**src/rtl/fetch_stage.sv**
```systemverilog
// Fetch stage of the multithreaded pipeline: picks one enabled hardware thread per cycle
// round-robin, keeps a PC per thread, and issues reads to a synchronous instruction memory.
module fetch_stage #(
    parameter int INSTR_WIDTH       = 32,
    parameter int THREAD_INDEX_BITS = 3,
    parameter int PC_WIDTH          = 16
) (
    input  logic                         clk,
    input  logic                         reset,
    input  logic                         in_stall,
    input  logic [2**THREAD_INDEX_BITS-1:0] in_thread_enable,
    input  logic                         in_redirect_valid,
    input  logic [THREAD_INDEX_BITS-1:0] in_redirect_thread,
    input  logic [PC_WIDTH-1:0]          in_redirect_pc,
    output logic [PC_WIDTH-1:0]          out_imem_addr,
    input  logic [INSTR_WIDTH-1:0]       in_imem_data,
    output logic [INSTR_WIDTH-1:0]       out_instruction,
    output logic [THREAD_INDEX_BITS-1:0] out_thread_index,
    output logic                         out_valid
);

    localparam int NUM_THREADS = 2**THREAD_INDEX_BITS;

    typedef logic [THREAD_INDEX_BITS-1:0] tid_t;
    typedef logic [PC_WIDTH-1:0]          pc_t;

    pc_t  pc_q [NUM_THREADS];
    pc_t  pc_d [NUM_THREADS];
    tid_t last_q, last_d;
    tid_t resp_thread_q, resp_thread_d;
    logic resp_valid_q, resp_valid_d;
    pc_t  addr_q, addr_d;

    tid_t sel;
    logic issue;
    logic redirect_hits_sel;
    logic redirect_hits_resp;

    // Scan last+1 .. last+NUM_THREADS; the final candidate wraps back onto last itself.
    always_comb begin
        tid_t cand;
        logic found;
        cand  = '0;
        found = 1'b0;
        sel   = last_q;
        for (int k = 1; k <= NUM_THREADS; k++) begin
            cand = last_q + tid_t'(k);
            if (!found && in_thread_enable[cand]) begin
                sel   = cand;
                found = 1'b1;
            end
        end
    end

    assign issue              = (|in_thread_enable) && !in_stall;
    assign redirect_hits_sel  = in_redirect_valid && (in_redirect_thread == sel);
    assign redirect_hits_resp = in_redirect_valid && (in_redirect_thread == resp_thread_q);

    // The address is held while not issuing so memory data stays stable through a stall.
    assign out_imem_addr = issue ? pc_q[sel] : addr_q;
    assign addr_d        = out_imem_addr;

    // Redirect wins over the increment for the same thread.
    generate
        for (genvar gi = 0; gi < NUM_THREADS; gi++) begin : g_pc_next
            assign pc_d[gi] = (in_redirect_valid && (in_redirect_thread == tid_t'(gi))) ? in_redirect_pc :
                              (issue && (sel == tid_t'(gi)))                            ? pc_q[gi] + pc_t'(1) :
                                                                                          pc_q[gi];
        end
    endgenerate

    always_comb begin
        last_d        = last_q;
        resp_thread_d = resp_thread_q;
        resp_valid_d  = 1'b0;
        if (issue) begin
            last_d        = sel;
            resp_thread_d = sel;
            resp_valid_d  = !redirect_hits_sel;
        end else if (in_stall) begin
            // Held response is invalidated if its thread gets redirected underneath it.
            resp_valid_d = resp_valid_q && !redirect_hits_resp;
        end
    end

    always_ff @(posedge clk) begin
        if (reset) begin
            for (int i = 0; i < NUM_THREADS; i++) begin
                pc_q[i] <= '0;
            end
            last_q        <= tid_t'(NUM_THREADS - 1);
            resp_thread_q <= '0;
            resp_valid_q  <= 1'b0;
            addr_q        <= '0;
        end else begin
            for (int i = 0; i < NUM_THREADS; i++) begin
                pc_q[i] <= pc_d[i];
            end
            last_q        <= last_d;
            resp_thread_q <= resp_thread_d;
            resp_valid_q  <= resp_valid_d;
            addr_q        <= addr_d;
        end
    end

    assign out_valid        = resp_valid_q;
    assign out_thread_index = resp_thread_q;
    assign out_instruction  = in_imem_data;

endmodule

```
**config.mk**
```make
export PLATFORM = sky130hd
export DESIGN_NAME = fetch_stage
export DESIGN_NICKNAME = d
export VERILOG_FILES = /design/src/rtl/fetch_stage.sv
export SDC_FILE = /design/constraint.sdc
export NUM_CORES = 1
export LEC_CHECK = 0
export BUFFER_PORTS_ARGS = -buffer_cell sky130_fd_sc_hd__clkbuf_2
export CAP_MARGIN = 25
export CORE_ASPECT_RATIO = 0.5
export CORE_MARGIN = 3
export CORE_UTILIZATION = 45
export DETAILED_ROUTE_END_ITERATION = 16
export PLACE_DENSITY_LB_ADDON = 0.12
export RECOVER_POWER = 25
export SLEW_MARGIN = 5
export SYNTH_ARGS = -nofsm -noshare
export SYNTH_HDL_FRONTEND = slang
export SYNTH_SLANG_ARGS = --single-unit
export TNS_END_PERCENT = 1
```
**constraint.sdc**
```tcl
create_clock -name clk -period 10.4 [get_ports clk]
set_input_delay 1.04 -clock clk [delete_from_list [all_inputs] [get_ports clk]]
set_output_delay 1.04 -clock clk [all_outputs]
set_load 0.01 [all_outputs]
```
==> out/metrics.yaml, run 1 <==
run_status:
  run_status: "complete, but fails checks"
  failed_checks: "capacitance limit, slew limit"
clocking:
  hold_buffers: 0
  insertion_delay_ps: 450
  htree_num_levels: 4
  cts-root-buf: "sky130_fd_sc_hd__clkbuf_16"
  post_cts_buffers: 0
  tritoncts.num_buffers: 17
  tritoncts_clock_tree: "built"
  cts_num_sinks: 151
  worst_setup_hold_path_clk_slew_ps: 60
  cts_buffer_depth: 2
  post_cts_resized: 0
floorplan:
  io_pins: 115
  fp.dieH_um: 115.9
  std_cell_rows: 39
  area_of_the_core_um2: 23280
  initial_core_utilization_pct: 46.71
  design.die.area_um2: 26170
  die_w_um: 225.8
logic_synthesis:
  synthXorXnorAreaFrac_pct: 4.109
  post-synth-top-count-cell: "sky130_fd_sc_hd__dfxtp_1"
  synth-compound-area-share_pct: 21.51
  ys_seq_elements: 151
  synth_seq_area_share_pct: 27.81
  synth_area_um2: 10870
  synth.mux.area_fraction_pct: 10.54
  synthTopCellsByCount: "sky130_fd_sc_hd__dfxtp_1, sky130_fd_sc_hd__nor2_1, sky130_fd_sc_hd__o21ai_0, sky130_fd_sc_hd__nand2_1, sky130_fd_sc_hd__clkbuf_1"
  post_synthesis_adder_cell_area_fraction_pct: 1.151
  synth-edff-count: 0
  synthTopCellsByArea: "sky130_fd_sc_hd__dfxtp_1, sky130_fd_sc_hd__mux2_2, sky130_fd_sc_hd__nor2_1"
  syn-mean-instance-area_um2: 8.174
  largest_family_of_logic_cells_by_synthesized_area: "simple AND/OR/NAND/NOR gates"
  syn_inst: 1330
  yosys.area.top_type_share_pct: 27.81
  netlist.top_cell.by_area: "sky130_fd_sc_hd__dfxtp_1"
  yosys_most_used_dff: "sky130_fd_sc_hd__dfxtp_1"
  post_synthesis_simple_gate_area_fraction_pct: 26.77
  yosys_warnings: 0
  post_synth_arst_share_pct: 0
  synth.net_count: 1403
  yosys.cell_types.count: 79
timing:
  final_critical_path_setup_slack_ps: 1629
  timing.final.crit_share_pct: 84.34
  hold_viol: 0
  clock_skew_ps: 7.088
  timing_worst_slew_pin_value_ps: 2404
  period_minus_slack_ps: 8771
  setup_viol: 0
  slew_headroom_pct: -60.27
  fmax_mhz: 114.0
  grt_setup_unrepaired: "false"
  totalNegativeSetupSlack_ps: 0
  maxSlewViolCount: 49
  worst_hold_slack_ps: 478.8
routing:
  wl_per_cell_um: 24.75
  remaining_drc_errors: 0
  drt-vias-per-instance: 6.818
  drt-total-wl_mm: 39.37
  initialDrtViolationCount: 1202
  ant_nets: 0
  drt_pass1_iterations: 8
  vias: 10850
global_routing:
  vias_in_the_first_global_route: 9701
  overflow: 0
  grt_pass1_wl_mm: 59.53
  global_route.usage.total_pct: 30.07
  grt_start_max_net_pins: 90
  grt_antenna_before_repair: 3
place:
  dpl.hpwl_mm: 26.47
  dp_slack_ps: 3340
  gp_routability_congestion: 0.8916
  port_buffers: 50
finish:
  layout-drive-gt1-share_pct: 14.82
  layout.core_utilization_pct: 49.24
  fin_nets: 1345
  areaGrowthSynthToFinish_pct: 5.432
setup_path:
  timing.critical_path.required_ps: 9360
  worst-path-max-fanout: 39
  worstSetupStartpointType: "flip-flop"
  worst-setup-path-type: "flip-flop to output pin"
  worst_ep_arrival_time_ps: 7730
  cp-end-kind: "output pin"
power_and_ir_drop:
  p_per_area_nw_per_um2: 326.6
  p_leak_nw: 3.662
  post_layout_power_w: 0.003744
  vdd_drop_max_v: 0.0003587
run:
  max-cap-violations: 2
min_path:
  worstHoldPathType: "flip-flop to flip-flop"
[per-layer routing]
layer	routed length (um)	global-route usage [%]	up-vias
met1	17660	41.55	5287
met5	7	0	-
li1	-	-	4941
met2	16380	43.99	512
met4	1459	14.33	2
met3	3867	7.568	105
[through the flow]
stage	instance area, um^2	std cells
floorplan	10870	1330
global placement	10890	1554
detailed placement	10960	1558
CTS	11510	1587
global route	11460	1589
finish	11460	1591
[worst max-delay path: stages (launching register included)]
cell and delay [ps]:
sky130_fd_sc_hd__dfxtp_1 900, sky130_fd_sc_hd__inv_1 320, sky130_fd_sc_hd__ha_1 730, sky130_fd_sc_hd__mux2_2 410
sky130_fd_sc_hd__mux4_2 500, sky130_fd_sc_hd__o32a_1 330, sky130_fd_sc_hd__nor4_1 660, sky130_fd_sc_hd__o311ai_0 620
sky130_fd_sc_hd__a31oi_4 320, sky130_fd_sc_hd__clkbuf_1 1730, sky130_fd_sc_hd__o21ai_0 480, sky130_fd_sc_hd__clkbuf_2 250
[power by group]
part / internal [W] / switching, W
Sequential: 0.000642 / 0.0000882
Clock: 0.000342 / 0.000260
Combinational: 0.000761 / 0.00165
Total: 0.00175 / 0.00200
[area by class of cell]
| class | instances | area (um^2) |
|---|---|---|
| fill | 2246 | 11810 |
| multi-input combinational | 1000 | 6923 |
| sequential | 151 | 3023 |
| clock buffer | 21 | 470.5 |
| timing repair buffer | 72 | 467.9 |
| tap | 307 | 384.1 |
| inverter | 30 | 112.6 |
| clock inverter | 8 | 76.32 |
| antenna | 2 | 5.005 |
[path summary, 6_finish.rpt]
path	to	slack, ps	from	cells past startpoint
max	out_imem_addr[14]	1630	last_q[0]	11
min	out_valid	480	out_valid	2
max reg2reg	pc_q[1][10]	2470	last_q[0]	11
min reg2reg	out_valid	480	out_valid	2
[kinds of logic after synthesis]
logic type,after synthesis
XOR/XNOR,48
AO/OA/AOI/OAI,317
adder cells (fa/ha/maj),10
AND/OR/NAND/NOR,527
flip-flops,151
multiplexers,98
buffers and inverters,179
[placed cells by master, fill, tap and decap left out, drive strengths merged, types with 38 or more instances in the layout]
cell type / count
a211oi: 52
dfxtp: 151
a311oi: 58
nor2: 140
xnor2: 42
or3: 39
clkbuf: 72
nor4: 53
mux2: 52
nand2: 76
nand3: 68
o21ai: 78
mux2i: 38
[flip-flops by register name (all words and copies together), names as in the netlist]
name and count:
out_valid 1, pc_q 128, addr_q 16, last_q 3
out_thread_index 3
No activity file was read; power rests on OpenSTA's default activity.
==> run 2: changes to the inputs <==
- clock period: 10.4 -> 8.9 ns (I/O delays scaled with it)
==> out/metrics.yaml, run 2 (synthesis results as in run 1) <==
timing:
  timing.final.crit_share_pct: 89.55
  final_critical_path_setup_slack_ps: 929.8
  period_minus_slack_ps: 7970
  setup_viol: 0
  fmax_mhz: 125.5
  totalNegativeSetupSlack_ps: 0
  hold_viol: 0
  clock_skew_ps: 13.44
  timing_worst_slew_pin_value_ps: 2224
  maxSlewViolCount: 9
  grt_setup_unrepaired: "false"
  slew_headroom_pct: -49.57
global_routing:
  vias_in_the_first_global_route: 9824
  grt_antenna_before_repair: 4
  overflow: 0
  grt_pass1_wl_mm: 61.15
  global_route.usage.total_pct: 31.00
  grt_start_max_net_pins: 59
clocking:
  cts-root-buf: "sky130_fd_sc_hd__clkbuf_16"
  cts_buffer_depth: 2
  cts_num_sinks: 151
  htree_num_levels: 4
  hold_buffers: 0
  worst_setup_hold_path_clk_slew_ps: 70
  insertion_delay_ps: 460
  post_cts_buffers: 0
  post_cts_resized: 0
  tritoncts.num_buffers: 17
  tritoncts_clock_tree: "built"
run:
  max-cap-violations: 1
setup_path:
  crit_path_frequent_cell: "sky130_fd_sc_hd__mux2_2"
  critical_path_depth: 12
  worst_ep_arrival_time_ps: 7080
  worstSetupStartpointType: "flip-flop"
  worst_path_max_stage_delay_ps: 930
  path_delay_family: "simple AND/OR/NAND/NOR gates"
  r2r-start: "last_q[0]"
  reg2reg_depth: 11
  critical-path-slowest-cell: "sky130_fd_sc_hd__nand2_4"
  worstSetupStartpoint: "last_q[0]"
  setup.worst_path.end: "out_imem_addr[15]"
  worst-setup-path-type: "flip-flop to output pin"
  crit-reg2reg-capture: "pc_q[1][6]"
  cp-end-kind: "output pin"
  worst-path-max-fanout: 58
  timing.critical_path.required_ps: 8010
  cp_cell_sequence: "inv_1, ha_1, mux2_2, mux4_2, o32a_1, nor4_4, nand3_1, nand2_4, buf_4, mux2_2, o221ai_1, clkbuf_2"
  buffering_stage_count_on_the_worst_path_with_inverters_included: 3
  ff2ff_setup_slack_ps: 1300
power_and_ir_drop:
  p_per_area_nw_per_um2: 388.4
  vdd_drop_max_v: 0.0003555
  p_leak_nw: 3.671
finish:
  largest_registers: "pc_q (128), addr_q (16)"
  antenna_diodes: 0
  fin_nets: 1347
  layout-drive-gt1-share_pct: 15.23
  layout.cells.most_common: "sky130_fd_sc_hd__dfxtp_1"
  largest_register_ffs: 128
  areaGrowthSynthToFinish_pct: 5.640
  largest_register: "pc_q"
  final_cell_area_um2: 11480
  layout_common_cells: "sky130_fd_sc_hd__dfxtp_1, sky130_fd_sc_hd__nor2_1, sky130_fd_sc_hd__o21ai_0, sky130_fd_sc_hd__nand2_1, sky130_fd_sc_hd__nand3_1"
routing:
  drt-total-wl_mm: 40.51
  drt-vias-per-instance: 6.836
  initialDrtViolationCount: 1466
  remaining_drc_errors: 0
  ant_nets: 0
  wl_per_cell_um: 25.41
  vias: 10900
  drt_pass1_iterations: 6
place:
  gp_routability_congestion: 0.9062
  detailed_place.area_um2: 10950
  port_buffers: 50
  dp_slack_ps: 1848
  dpl.hpwl_mm: 28.09
floorplan:
  area_of_the_core_um2: 23280
  design.die.area_um2: 26170
  std_cell_rows: 39
  io_pins: 115
  die_w_um: 225.8
  initial_core_utilization_pct: 46.71
  fp.dieH_um: 115.9
run_status:
  failed_checks: "capacitance limit, slew limit"
  run_status: "complete, but fails checks"
min_path:
  worstHoldPathType: "flip-flop to flip-flop"
run 2: cell types whose count changed in the layout (fill, tap and decap cells not counted), sizes merged:
cell / previous run / this run
buf: 21 / 25
clkbuf: 72 / 69
clkinv: 4 / 5
clkinvlp: 3 / 6
diode: 2 / 0
run 2: how the worst min path moves through the flow:
| stage | slack, ps | to | cells past startpoint | startpoint |
|---|---|---|---|---|
| final | 480 | out_valid | 2 | out_valid |
| after floorplan | 470 | pc_q[7][7] | 2 | pc_q[7][7] |
| after global placement | 470 | out_valid | 2 | out_valid |
| after detailed placement | 480 | out_valid | 2 | out_valid |
| after global routing | 500 | out_valid | 2 | out_valid |
| after CTS | 490 | out_valid | 2 | out_valid |
run 2: cell type report:
class | count | area, um^2
clock buffers | 20 | 456.7
clock inverters | 12 | 103.9
fillers | 2256 | 11790
inverters | 30 | 112.6
multi-input cells | 1000 | 6932
flip-flops and latches | 151 | 3023
well taps | 307 | 384.1
repair buffers | 74 | 473.0
run 2: report_power, final:
| part | switching [W] | total, W | internal, W |
|---|---|---|---|
| logic | 0.00198 | 0.00288 | 0.000905 |
| clock network | 0.000319 | 0.000716 | 0.000397 |
| registers | 0.000109 | 0.000860 | 0.000750 |
| total | 0.00241 | 0.00446 | 0.00205 |
run 2: through the flow:
stage	std cells	hold WS, ps	power [W]	util [%]
after floorplan	1330	469.8	0.003051	-
after global placement	1557	471.0	0.003670	46.88
after detailed placement	1559	478.9	0.003706	47.02
after CTS	1591	488.4	0.004418	49.43
after global routing	1594	502.9	0.004643	49.34
final	1594	484.8	0.004461	49.34
run 2: worst reg2reg max path, stage by stage (launching register included):
cell and delay, ps:
sky130_fd_sc_hd__dfxtp_1 890, sky130_fd_sc_hd__inv_1 320, sky130_fd_sc_hd__ha_1 730, sky130_fd_sc_hd__mux2_2 410, sky130_fd_sc_hd__mux4_2 500, sky130_fd_sc_hd__o32a_1 370, sky130_fd_sc_hd__nor4_4 400, sky130_fd_sc_hd__o311ai_0 460
sky130_fd_sc_hd__a21boi_0 1810, sky130_fd_sc_hd__nand4_1 800, sky130_fd_sc_hd__or3_1 540, sky130_fd_sc_hd__a311oi_1 270
run 2: per-layer routing:
metal | vias to the layer above | part of all wire [%] | global-route usage (%)
li1 | 4934 | - | -
met1 | 5244 | 45 | 43.34
met2 | 589 | 40 | 43.81
met3 | 126 | 11 | 9.744
met4 | 4 | 3.8 | 13.36
met5 | - | 0.052 | 0
